<file path="config.mk">
export PLATFORM = sky130hd
export DESIGN_NAME = copy_sched_flat
export DESIGN_NICKNAME = d
export VERILOG_FILES = /design/src/rtl/copy_sched_pkg.sv /design/src/rtl/copy_sched_if.sv /design/src/rtl/copy_sched_rr.sv /design/src/rtl/copy_sched.sv /design/src/flat_wrapper.sv
export SDC_FILE = /design/constraint.sdc
export NUM_CORES = 1
export LEC_CHECK = 0
export ABC_AREA = 1
export CORE_MARGIN = 3
export CORE_UTILIZATION = 45
export DETAILED_ROUTE_END_ITERATION = 6
export PLACE_DENSITY = 0.79
export RECOVER_POWER = 50
export SLEW_MARGIN = 20
export SYNTH_ARGS = -nofsm -noshare
export SYNTH_HDL_FRONTEND = slang
export SYNTH_SLANG_ARGS = --single-unit
</file>
<file path="constraint.sdc">
create_clock -name CLK -period 3.6 [get_ports CLK]
set_input_delay 0.72 -clock CLK [delete_from_list [all_inputs] [get_ports CLK]]
set_output_delay 0.72 -clock CLK [all_outputs]
set_load 0.01 [all_outputs]
</file>
<file path="src/rtl/copy_sched_pkg.sv">
// Shared constants and FSM encoding for the copy scheduler.
package copy_sched_pkg;
    localparam int PKT_IN_W  = 40;
    localparam int PKT_OUT_W = 38;

    localparam int DEST_LSB = 22;
    localparam int DEST_MSB = 28;
    localparam int LRO_BIT  = 21;
    localparam int LRC_BIT  = 20;
    localparam int CPY_BIT  = 18;

    localparam int DEST_W_DEF = DEST_MSB - DEST_LSB + 1;

    typedef enum logic [1:0] {
        IDLE,
        ACK_IN,
        SEND,
        SEND_RTZ
    } state_e;
endpackage

</file>
<file path="src/rtl/copy_sched_if.sv">
// Four-phase Send/Ack bundle: two requesters in, one next-node link out.
interface copy_sched_if;
    import copy_sched_pkg::*;

    logic                 Send_in_a;
    logic [PKT_IN_W-1:0]  PACKET_IN_a;
    logic                 Ack_out_a;
    logic                 Send_in_b;
    logic [PKT_IN_W-1:0]  PACKET_IN_b;
    logic                 Ack_out_b;
    logic                 Send_out;
    logic                 Ack_in;
    logic [PKT_OUT_W-1:0] PACKET_OUT;

    modport master (
        output Send_in_a, PACKET_IN_a, Send_in_b, PACKET_IN_b, Ack_in,
        input  Ack_out_a, Ack_out_b, Send_out, PACKET_OUT
    );

    modport slave (
        input  Send_in_a, PACKET_IN_a, Send_in_b, PACKET_IN_b, Ack_in,
        output Ack_out_a, Ack_out_b, Send_out, PACKET_OUT
    );
endinterface

</file>
<file path="src/rtl/copy_sched_rr.sv">
// Two-requester round-robin grant; pointer flips only on a contested grant.
module copy_sched_rr (
    input  logic clk,
    input  logic rst_n,
    input  logic en_i,
    input  logic req_a_i,
    input  logic req_b_i,
    output logic gnt_vld_o,
    output logic gnt_b_o
);
    logic rr_q, rr_d;   // 0: A wins a tie, 1: B wins a tie

    always_comb begin
        gnt_vld_o = en_i && (req_a_i || req_b_i);
        gnt_b_o   = req_b_i && (!req_a_i || rr_q);
        rr_d      = rr_q;
        if (en_i && req_a_i && req_b_i)
            rr_d = ~rr_q;
    end

    always_ff @(posedge clk or negedge rst_n) begin
        if (!rst_n) rr_q <= 1'b0;
        else        rr_q <= rr_d;
    end
endmodule

</file>
<file path="src/rtl/copy_sched.sv">
// Copy controller + two-port arbiter; emits the packet, then its dest+1 copy when CPY is set.
// Optional COPY_SCHED_SYNC_EN: 2-flop synchronizers on Send_in_a/b and Ack_in.
module copy_sched
    import copy_sched_pkg::*;
#(
    parameter int DEST_W = DEST_W_DEF,
    parameter int CNT_W  = 16
) (
    input  logic             CLK,
    input  logic             MR_N,
    copy_sched_if.slave      bus,
    output logic [CNT_W-1:0] copy_cnt,
    output logic             busy
);
    logic send_a_s, send_b_s, ack_s;

`ifdef COPY_SCHED_SYNC_EN
    logic [2:0] sync1_q, sync2_q;
    always_ff @(posedge CLK or negedge MR_N) begin
        if (!MR_N) begin
            sync1_q <= '0;
            sync2_q <= '0;
        end else begin
            sync1_q <= {bus.Ack_in, bus.Send_in_b, bus.Send_in_a};
            sync2_q <= sync1_q;
        end
    end
    assign {ack_s, send_b_s, send_a_s} = sync2_q;
`else
    assign send_a_s = bus.Send_in_a;
    assign send_b_s = bus.Send_in_b;
    assign ack_s    = bus.Ack_in;
`endif

    state_e               state_q, state_d;
    logic [PKT_OUT_W-1:0] dl_q, dl_d;       // input bits 39:38 are never stored
    logic                 gnt_b_q, gnt_b_d;
    logic                 cp_q, cp_d;
    logic [CNT_W-1:0]     cnt_q, cnt_d;
    logic                 gnt_vld, gnt_b;

    copy_sched_rr u_rr (
        .clk       (CLK),
        .rst_n     (MR_N),
        .en_i      (state_q == IDLE),
        .req_a_i   (send_a_s),
        .req_b_i   (send_b_s),
        .gnt_vld_o (gnt_vld),
        .gnt_b_o   (gnt_b)
    );

    always_comb begin
        state_d = state_q;
        dl_d    = dl_q;
        gnt_b_d = gnt_b_q;
        cp_d    = cp_q;
        cnt_d   = cnt_q;
        case (state_q)
            IDLE: if (gnt_vld) begin
                dl_d    = gnt_b ? bus.PACKET_IN_b[PKT_OUT_W-1:0]
                                : bus.PACKET_IN_a[PKT_OUT_W-1:0];
                gnt_b_d = gnt_b;
                cp_d    = 1'b0;
                state_d = ACK_IN;
            end
            ACK_IN: if (!(gnt_b_q ? send_b_s : send_a_s))
                state_d = SEND;
            SEND: if (ack_s)
                state_d = SEND_RTZ;
            SEND_RTZ: if (!ack_s) begin
                if (dl_q[CPY_BIT] && !cp_q) begin
                    cp_d    = 1'b1;
                    state_d = SEND;
                    if (cnt_q != '1)
                        cnt_d = cnt_q + CNT_W'(1);
                end else begin
                    state_d = IDLE;
                end
            end
            default: state_d = IDLE;
        endcase
    end

    always_ff @(posedge CLK or negedge MR_N) begin
        if (!MR_N) begin
            state_q <= IDLE;
            dl_q    <= '0;
            gnt_b_q <= 1'b0;
            cp_q    <= 1'b0;
            cnt_q   <= '0;
        end else begin
            state_q <= state_d;
            dl_q    <= dl_d;
            gnt_b_q <= gnt_b_d;
            cp_q    <= cp_d;
            cnt_q   <= cnt_d;
        end
    end

    // PACKET_OUT depends only on dl_q/cp_q, which move only when Send_out is low.
    logic [DEST_W-1:0] dest, dsel;
    logic              lsel;
    assign dest = dl_q[DEST_LSB +: DEST_W];
    assign dsel = cp_q ? dest + DEST_W'(1) : dest;
    assign lsel = cp_q ? dl_q[LRC_BIT] : dl_q[LRO_BIT];

    assign bus.PACKET_OUT = {dl_q[PKT_OUT_W-1:DEST_W+LRC_BIT], dsel, lsel,
                             dl_q[19], dl_q[17:0]};
    assign bus.Ack_out_a  = (state_q == ACK_IN) && !gnt_b_q;
    assign bus.Ack_out_b  = (state_q == ACK_IN) &&  gnt_b_q;
    assign bus.Send_out   = (state_q == SEND);
    assign busy           = (state_q != IDLE);
    assign copy_cnt       = cnt_q;

    logic unused_msbs;
    assign unused_msbs = ^{bus.PACKET_IN_a[PKT_IN_W-1:PKT_OUT_W],
                           bus.PACKET_IN_b[PKT_IN_W-1:PKT_OUT_W]};
endmodule

</file>
<file path="src/flat_wrapper.sv">
// flat-port wrapper written by rule: the top's interface ports become plain ports
module copy_sched_flat import copy_sched_pkg::*;
#(
    parameter int DEST_W = DEST_W_DEF,
    parameter int CNT_W  = 16
)
  (CLK, MR_N, copy_cnt, busy, bus_Send_in_a, bus_PACKET_IN_a, bus_Send_in_b, bus_PACKET_IN_b, bus_Ack_in, bus_Ack_out_a, bus_Ack_out_b, bus_Send_out, bus_PACKET_OUT);
  copy_sched_if bus_i ();
  input  logic CLK;
  input  logic MR_N;
  output logic [CNT_W-1:0] copy_cnt;
  output logic busy;
  input wire logic [$bits(bus_i.Send_in_a)-1:0] bus_Send_in_a;
  input wire logic [$bits(bus_i.PACKET_IN_a)-1:0] bus_PACKET_IN_a;
  input wire logic [$bits(bus_i.Send_in_b)-1:0] bus_Send_in_b;
  input wire logic [$bits(bus_i.PACKET_IN_b)-1:0] bus_PACKET_IN_b;
  input wire logic [$bits(bus_i.Ack_in)-1:0] bus_Ack_in;
  output wire logic [$bits(bus_i.Ack_out_a)-1:0] bus_Ack_out_a;
  output wire logic [$bits(bus_i.Ack_out_b)-1:0] bus_Ack_out_b;
  output wire logic [$bits(bus_i.Send_out)-1:0] bus_Send_out;
  output wire logic [$bits(bus_i.PACKET_OUT)-1:0] bus_PACKET_OUT;
  assign bus_i.Send_in_a = bus_Send_in_a;
  assign bus_i.PACKET_IN_a = bus_PACKET_IN_a;
  assign bus_i.Send_in_b = bus_Send_in_b;
  assign bus_i.PACKET_IN_b = bus_PACKET_IN_b;
  assign bus_i.Ack_in = bus_Ack_in;
  assign bus_Ack_out_a = bus_i.Ack_out_a;
  assign bus_Ack_out_b = bus_i.Ack_out_b;
  assign bus_Send_out = bus_i.Send_out;
  assign bus_PACKET_OUT = bus_i.PACKET_OUT;
  copy_sched #(.DEST_W(DEST_W), .CNT_W(CNT_W)) u_core (.CLK(CLK), .MR_N(MR_N), .bus(bus_i), .copy_cnt(copy_cnt), .busy(busy));
endmodule
</file>
==> results of run 1 <==
state kept, by name, summed over array words and instances (netlist names):
| register | count |
|---|---|
| u_core.gnt_b_q | 1 |
| u_core.u_rr.rr_q | 1 |
| u_core.dl_q | 38 |
| u_core.cp_q | 1 |
| u_core.state_q | 2 |
| u_core.copy_cnt | 16 |
cell type report:
| type | count | share of cell area |
|---|---|---|
| Clock buffer | 12 | 0.0293 |
| Tap cell | 102 | 0.0258 |
| Timing Repair Buffer | 142 | 0.283 |
| Inverter | 33 | 0.0250 |
| Clock inverter | 4 | 0.0101 |
| Multi-Input combinational cell | 318 | 0.329 |
| Sequential cell | 59 | 0.298 |
cells by family after synthesis:
| kind of cell | after synthesis | share of synthesized area |
|---|---|---|
| and+or+nand+nor | 219 | 0.267 |
| AOI/OAI and AO/OA | 85 | 0.150 |
| buffers and inverters | 84 | 0.138 |
| DFF | 59 | 0.409 |
| xor gates and xnor gates | 12 | 0.0291 |
| adders and majority gates | 2 | 0.00693 |
critical path, delay by kind of cell, from the launching register on:
kind / cells / cell delay [ps]
buffers and inverters: 2 / 670
and+or+nand+nor: 3 / 670
DFF: 1 / 460
power by group through the flow:
stage / Clock [mW] / Combinational, mW / Sequential [mW]
floorplan: 0 / 1.17 / 1.07
global placement: 0 / 1.63 / 1.10
detailed placement: 0 / 1.67 / 1.11
CTS: 0.620 / 1.67 / 1.10
global route: 0.654 / 1.80 / 1.13
finish: 0.600 / 1.63 / 1.10
routing by layer:
metal  global-route usage  vias up  share of wire
li1                     -     1665              -
met1                0.278     1605           0.42
met2                0.376      127           0.48
met3               0.0718       13          0.085
met4               0.0746        0          0.019
met5                    0        -              0
worst max-delay path by stage:
stage | endpoint | slack [ps] | cells after the start
after detailed placement | u_core.dl_q[30] | 630 | 6
after floorplan | bus_PACKET_OUT[23] | 1780 | 3
after global placement | u_core.dl_q[16] | 670 | 6
after CTS | bus_PACKET_OUT[25] | 720 | 5
final | bus_PACKET_OUT[25] | 740 | 5
after global routing | bus_PACKET_OUT[23] | 620 | 4
layout by cell type, fill, tap and decap left out, drive strengths merged:
master         Yosys  routed
a21oi              3       3
buf               46       3
bufinv             0       1
clkbuf             5      14
clkdlybuf4s50      0     126
clkinv             1       2
clkinvlp           0       2
dfrtp             59      59
dlygate4sd3        0      11
ha                 2       2
inv               32      32
nand2            114     114
nand3             30      30
nand3b             2       2
nand4              4       4
nor2              66      66
nor3               1       1
nor3b              1       1
nor4               1       1
o21ai             74      74
o22ai              8       8
xnor2              2       2
xor2              10      10
==> results.md, run 1 <==
* Outcome: finished clean
* Number of antenna violations at the first check in global routing at 0
* Max Clock Freq at 0.349 GHz
* # rows at 32
* Pint at 2.05 mW
* Crit path from: u_core.cp_q
* CTS tree: done
* R2r endpoint: u_core.copy_cnt[13]
* Number of non-filler instances in the completed layout at 670
* Final setup vio count at 0
* Sequential fraction of the synthesis area at 0.409
* Final Hold Fails at 0
* RR Startpoint: u_core.copy_cnt[0]
* Starting DRT DRC Count at 170
* Crit-path slowest cell: clkdlybuf4s50_1
* First-pass GRT wire length at 16,000 um
* Startpoint Class: flip-flop
* DRC violations left at 0
* Hold Crit Endpoint: u_core.dl_q[30]
* Asr flop ratio synth at 1.00
* Flop2flop setup slack at 1190 ps
* Root buf cell: clkbuf_8
* Core Region at 7770 um^2
* Post-CTS resize count at 0
* Final period util at 0.796
* Cell area after layout at 4960 um^2
* Synthesized net count at 548
* Post-route core utilization at 0.638
* Combinational fraction of design power at 0.490
* Most frequent cell after synthesis: nand2_1
* Placed Cells at 654
* Sw Ratio at 0.383
* WL per Instance at 14.7 um
* Worst skew pair latency at 340 ps
* Total CTS buffers at 9
* Final Wtd Congestion at 0.826
* Post-route ant nets at 0
* DP Wirelength at 7060 um
* Die W at 95.6 um
* Crit Path Max Fanout at 7
* Die H at 95.6 um
* Vias in the first global route at 3,351
* VDD IR-drop max at 256 uV
* TNS Setup at 0 ps
* Most used DFF post-synth: dfrtp_1
* Synth cell count leaders: nand2_1 (111), dfrtp_1 (59), nor2_1 (57)
* Critical path data required time at 2880 ps
* Detailed Route WL at 9850 um
* Yosys Warn Count at 0
* Fin. max-slew vios at 0
* CP Capture Type: output port
* Worst hold slack at 482 ps
* Crit path largest cell delay at 550 ps
* CP Cell Sequence: inv_1 > nor4_1 > nand3_1 > nand2_1 > clkdlybuf4s50_1
* Max Buffers Root-to-Sink at 2
* Crit Path Class: reg -> out
* P per Cell Area at 671 nW/um^2
* Post-CTS setup buffers at 0
* Diode count at 0
* Synth top area share at 0.409
* Share of layout cells above drive strength 1 at 0.106
* Crit path arrival time at 2140 ps
* Post-DP Area at 4780 um^2
* Footprint of the multi-input gates at 1630 um^2
* RSZ-0062 raised after global routing: false
* Hold buffer count at cts at 0
* Slew @ Worst Pin at 1250 ps
* Area Overhead vs Synth at 37.3%
* Cells after synthesis at 461
* Vias at 3,410
* Crit path time final at 2860 ps
* Clk pwr share at 0.180
* Grt ovf at 0
* Max-cap violations at 0
* GR Util All Layers at 0.226
* Netlist Area Pre-Place at 3610 um^2
* Htree depth at 3
* Power Total at 3.33 mW
* Drt pass-1 iters at 4
* Clock transition at the registers of the reported paths at 70 ps
* Vias/cell at 5.09
* Buffers on Ports at 138
* Distinct cells, synth at 35
* Dominant cell type by area after synthesis: dfrtp_1
* Seq pwr share at 0.330
* Slew headroom at 0.165
* Syn avg cell area at 7.83 um^2
* R2R cell count at 8
* Hold depth at 2
* Area contributors post-synth: dfrtp_1 (41%), nand2_1 (12%), buf_4 (6.9%), nor2_1 (5.9%), o21ai_2 (5.8%)
* Clock skew at 8.65 ps
* Worst hold path type: reg -> reg
* Starting Density at 0.465
* EDFF count, synth at 0
* Leak at 2.14 nW
* Placement Setup Slack at 631 ps
* Final-stage net count at 650
* Fillers at 673
* Sequential Area at 1480 um^2
* IO Count at 143
* P_sw at 1.27 mW
* Die area at 9130 um^2
* #FFs+latches synth at 59
* Pin count of the biggest net entering global routing at 40
* Min-delay src: u_core.dl_q[30]
* Final WS setup at 736 ps
* Clock Sinks at 59
No activity file was read; power rests on OpenSTA's default activity.
==> run 2: changes to the inputs <==
- CORE_UTILIZATION: 45 -> 44
- PLACE_DENSITY: 0.79 -> 0.77
- clock period: 3.6 -> 2.8 ns (I/O delays scaled with it)
==> run 2 against run 1 <==
Compared with the run above:
- the flow now finishes with violations (capacitance limit, slew limit)
- critical path depth grew 1
- clock power grew 11%
- sequential cell count is the same
- setup slack worse by 550 ps
- total power rose by 26%
- non-clock buffer count grew 2
==> results.md, run 2 (synthesis results as in run 1) <==
* Max Buffers Root-to-Sink at 2 (unchanged)
* Crit path largest cell delay at 940 ps (+390 ps)
* Share of layout cells above drive strength 1 at 0.111 (+0.00489)
* Violated checks: capacitance limit, slew limit
* DRC violations left at 0 (unchanged)
* Final Hold Fails at 0 (unchanged)
* Most frequent cells in the layout: clkdlybuf4s50_1 (125), nand2_1 (112), nor2_1 (59), dfrtp_1 (59), o21ai_0 (31)
* DP Wirelength at 7070 um (+0.10%)
* TNS Setup at 0 ps (unchanged)
* Crit Path Max Fanout at 25 (+18)
* Sequential Area at 1480 um^2 (unchanged)
* # rows at 32 (unchanged)
* Clock transition at the registers of the reported paths at 80 ps (about the same)
* Critical path data required time at 3040 ps (+160 ps)
* Die H at 96.6 um (+1.1%)
* Startpoint Class: input port
* Crit path arrival time at 2850 ps (+710 ps)
* Max Clock Freq at 0.382 GHz
* Vias at 3,357 (-1.6%)
* Outcome: finished with violations
* Fin. max-slew vios at 30 (+30)
* Pin count of the biggest net entering global routing at 39 (-2.5%)
* Detailed Route WL at 9900 um (+0.42%)
* Buffers on Ports at 138 (unchanged)
* Die W at 96.6 um (+1.1%)
* Starting DRT DRC Count at 112 (-34%)
* Worst skew pair latency at 340 ps (about the same)
* Diode count at 0 (unchanged)
* Worst hold path type: reg -> reg
* Root buf cell: clkbuf_8
* Grt ovf at 0 (unchanged)
* Drt pass-1 iters at 4 (unchanged)
* Cell area after layout at 4940 um^2 (-0.35%)
* Number of antenna violations at the first check in global routing at 0 (unchanged)
* Slew @ Worst Pin at 1590 ps (+347 ps)
* WL per Instance at 14.7 um (+0.12%)
* Most common cell after layout, fill and taps aside: clkdlybuf4s50_1
* IO Count at 143 (unchanged)
* Max reg flops at 38 (unchanged)
* Htree depth at 3 (unchanged)
* Core Region at 7850 um^2 (+1.0%)
* Fillers at 682 (+1.3%)
* First-pass GRT wire length at 15,700 um (-2.4%)
* Max-cap violations at 1 (+1)
* Clock skew at 10.1 ps (+1.42 ps)
* RSZ-0062 raised after global routing: false
* CP Capture Type: flip-flop
* P per Cell Area at 851 nW/um^2 (+27%)
* Crit path time final at 2620 ps
* Clock Sinks at 59 (unchanged)
* Area Overhead vs Synth at 36.8%
* Vias in the first global route at 3,342 (-0.27%)
* Total CTS buffers at 9 (unchanged)
* CP Cell Sequence: dlygate4sd3_1 > inv_1 > a21oi_4 > clkbuf_1 > o21ai_0 > o22ai_1
* Starting Density at 0.460 (-0.00474)
* GR Util All Layers at 0.216 (-0.0103)
* Die area at 9330 um^2 (+2.1%)
* Vias/cell at 5.00 (-1.8%)
* Footprint of the multi-input gates at 1640 um^2 (+0.38%)
* Crit-path slowest cell: clkbuf_1
* VDD IR-drop max at 362 uV (+41%)
* Post-route ant nets at 0 (unchanged)
* Final period util at 0.934
* Slew headroom at -0.0631 (-0.228)
* Post-DP Area at 4800 um^2 (+0.58%)
* CTS tree: done
* Top reg by flops: u_core.dl_q
* Final-stage net count at 652 (+0.31%)
* Post-CTS setup buffers at 0 (unchanged)
* Worst hold slack at 483 ps (+0.971 ps)
* Final setup vio count at 0 (unchanged)
* Leak at 2.14 nW (about the same)
* Final Wtd Congestion at 0.868 (+5.0%)
* Crit Path Class: in -> reg
-- run 2: where the power goes --
part / total, mW / internal [mW] / switching (mW)
Combinational: 2.12 / 1.03 / 1.09
Sequential: 1.42 / 1.19 / 0.231
Clock: 0.665 / 0.313 / 0.352
-- run 2: final timing paths --
check | endpoint | slack, ps | depth (start not counted) | startpoint
max in group asynchronous | u_core.dl_q[25] | 630 | 2 | MR_N
min in group asynchronous | u_core.dl_q[3] | 600 | 1 | MR_N
hold / removal | u_core.dl_q[29] | 480 | 2 | u_core.dl_q[29]
setup / recovery | u_core.dl_q[27] | 180 | 6 | bus_Send_in_a
hold reg to reg | u_core.dl_q[29] | 480 | 2 | u_core.dl_q[29]
setup reg to reg | u_core.copy_cnt[13] | 430 | 9 | u_core.copy_cnt[0]
-- run 2: per-layer routing --
metal | track usage | wire length [um] | vias up
met4 | 0.0724 | 118 | 0
met3 | 0.0589 | 866 | 11
met5 | 0 | 0 | -
met2 | 0.382 | 4840 | 108
met1 | 0.253 | 4070 | 1573
li1 | - | - | 1665
-- run 2: critical path: cells and delay by family --
family / cells / cell delay [ps]
AO/OA/AOI/OAI: 3 / 560
buffers and inverters: 3 / 1720
-- run 2: final cells by class --
| cell class | count | share of cell area |
|---|---|---|
| repair buffers | 144 | 0.286 |
| well taps | 102 | 0.0258 |
| clock buffers | 10 | 0.0258 |
| flip-flops and latches | 59 | 0.299 |
| clock inverters | 6 | 0.00659 |
| inverters | 33 | 0.0251 |
| multi-input cells | 318 | 0.331 |
-- run 2: per-stage QoR --
step	power, mW	std cells	worst slack [ps]	utilization
2_1_floorplan	2.89	461	1140	-
3_3_place_gp	3.53	656	428	0.612
3_5_place_dp	3.60	656	407	0.612
4_1_cts	4.27	672	77.1	0.633
5_1_grt	4.51	672	50.6	0.629
6_report	4.20	672	185	0.629
-- run 2: what timing repair did --
item	4_1_cts	5_1_grt
resized for setup	0	1
setup endpoints to repair	0	2
hold buffers	0	0
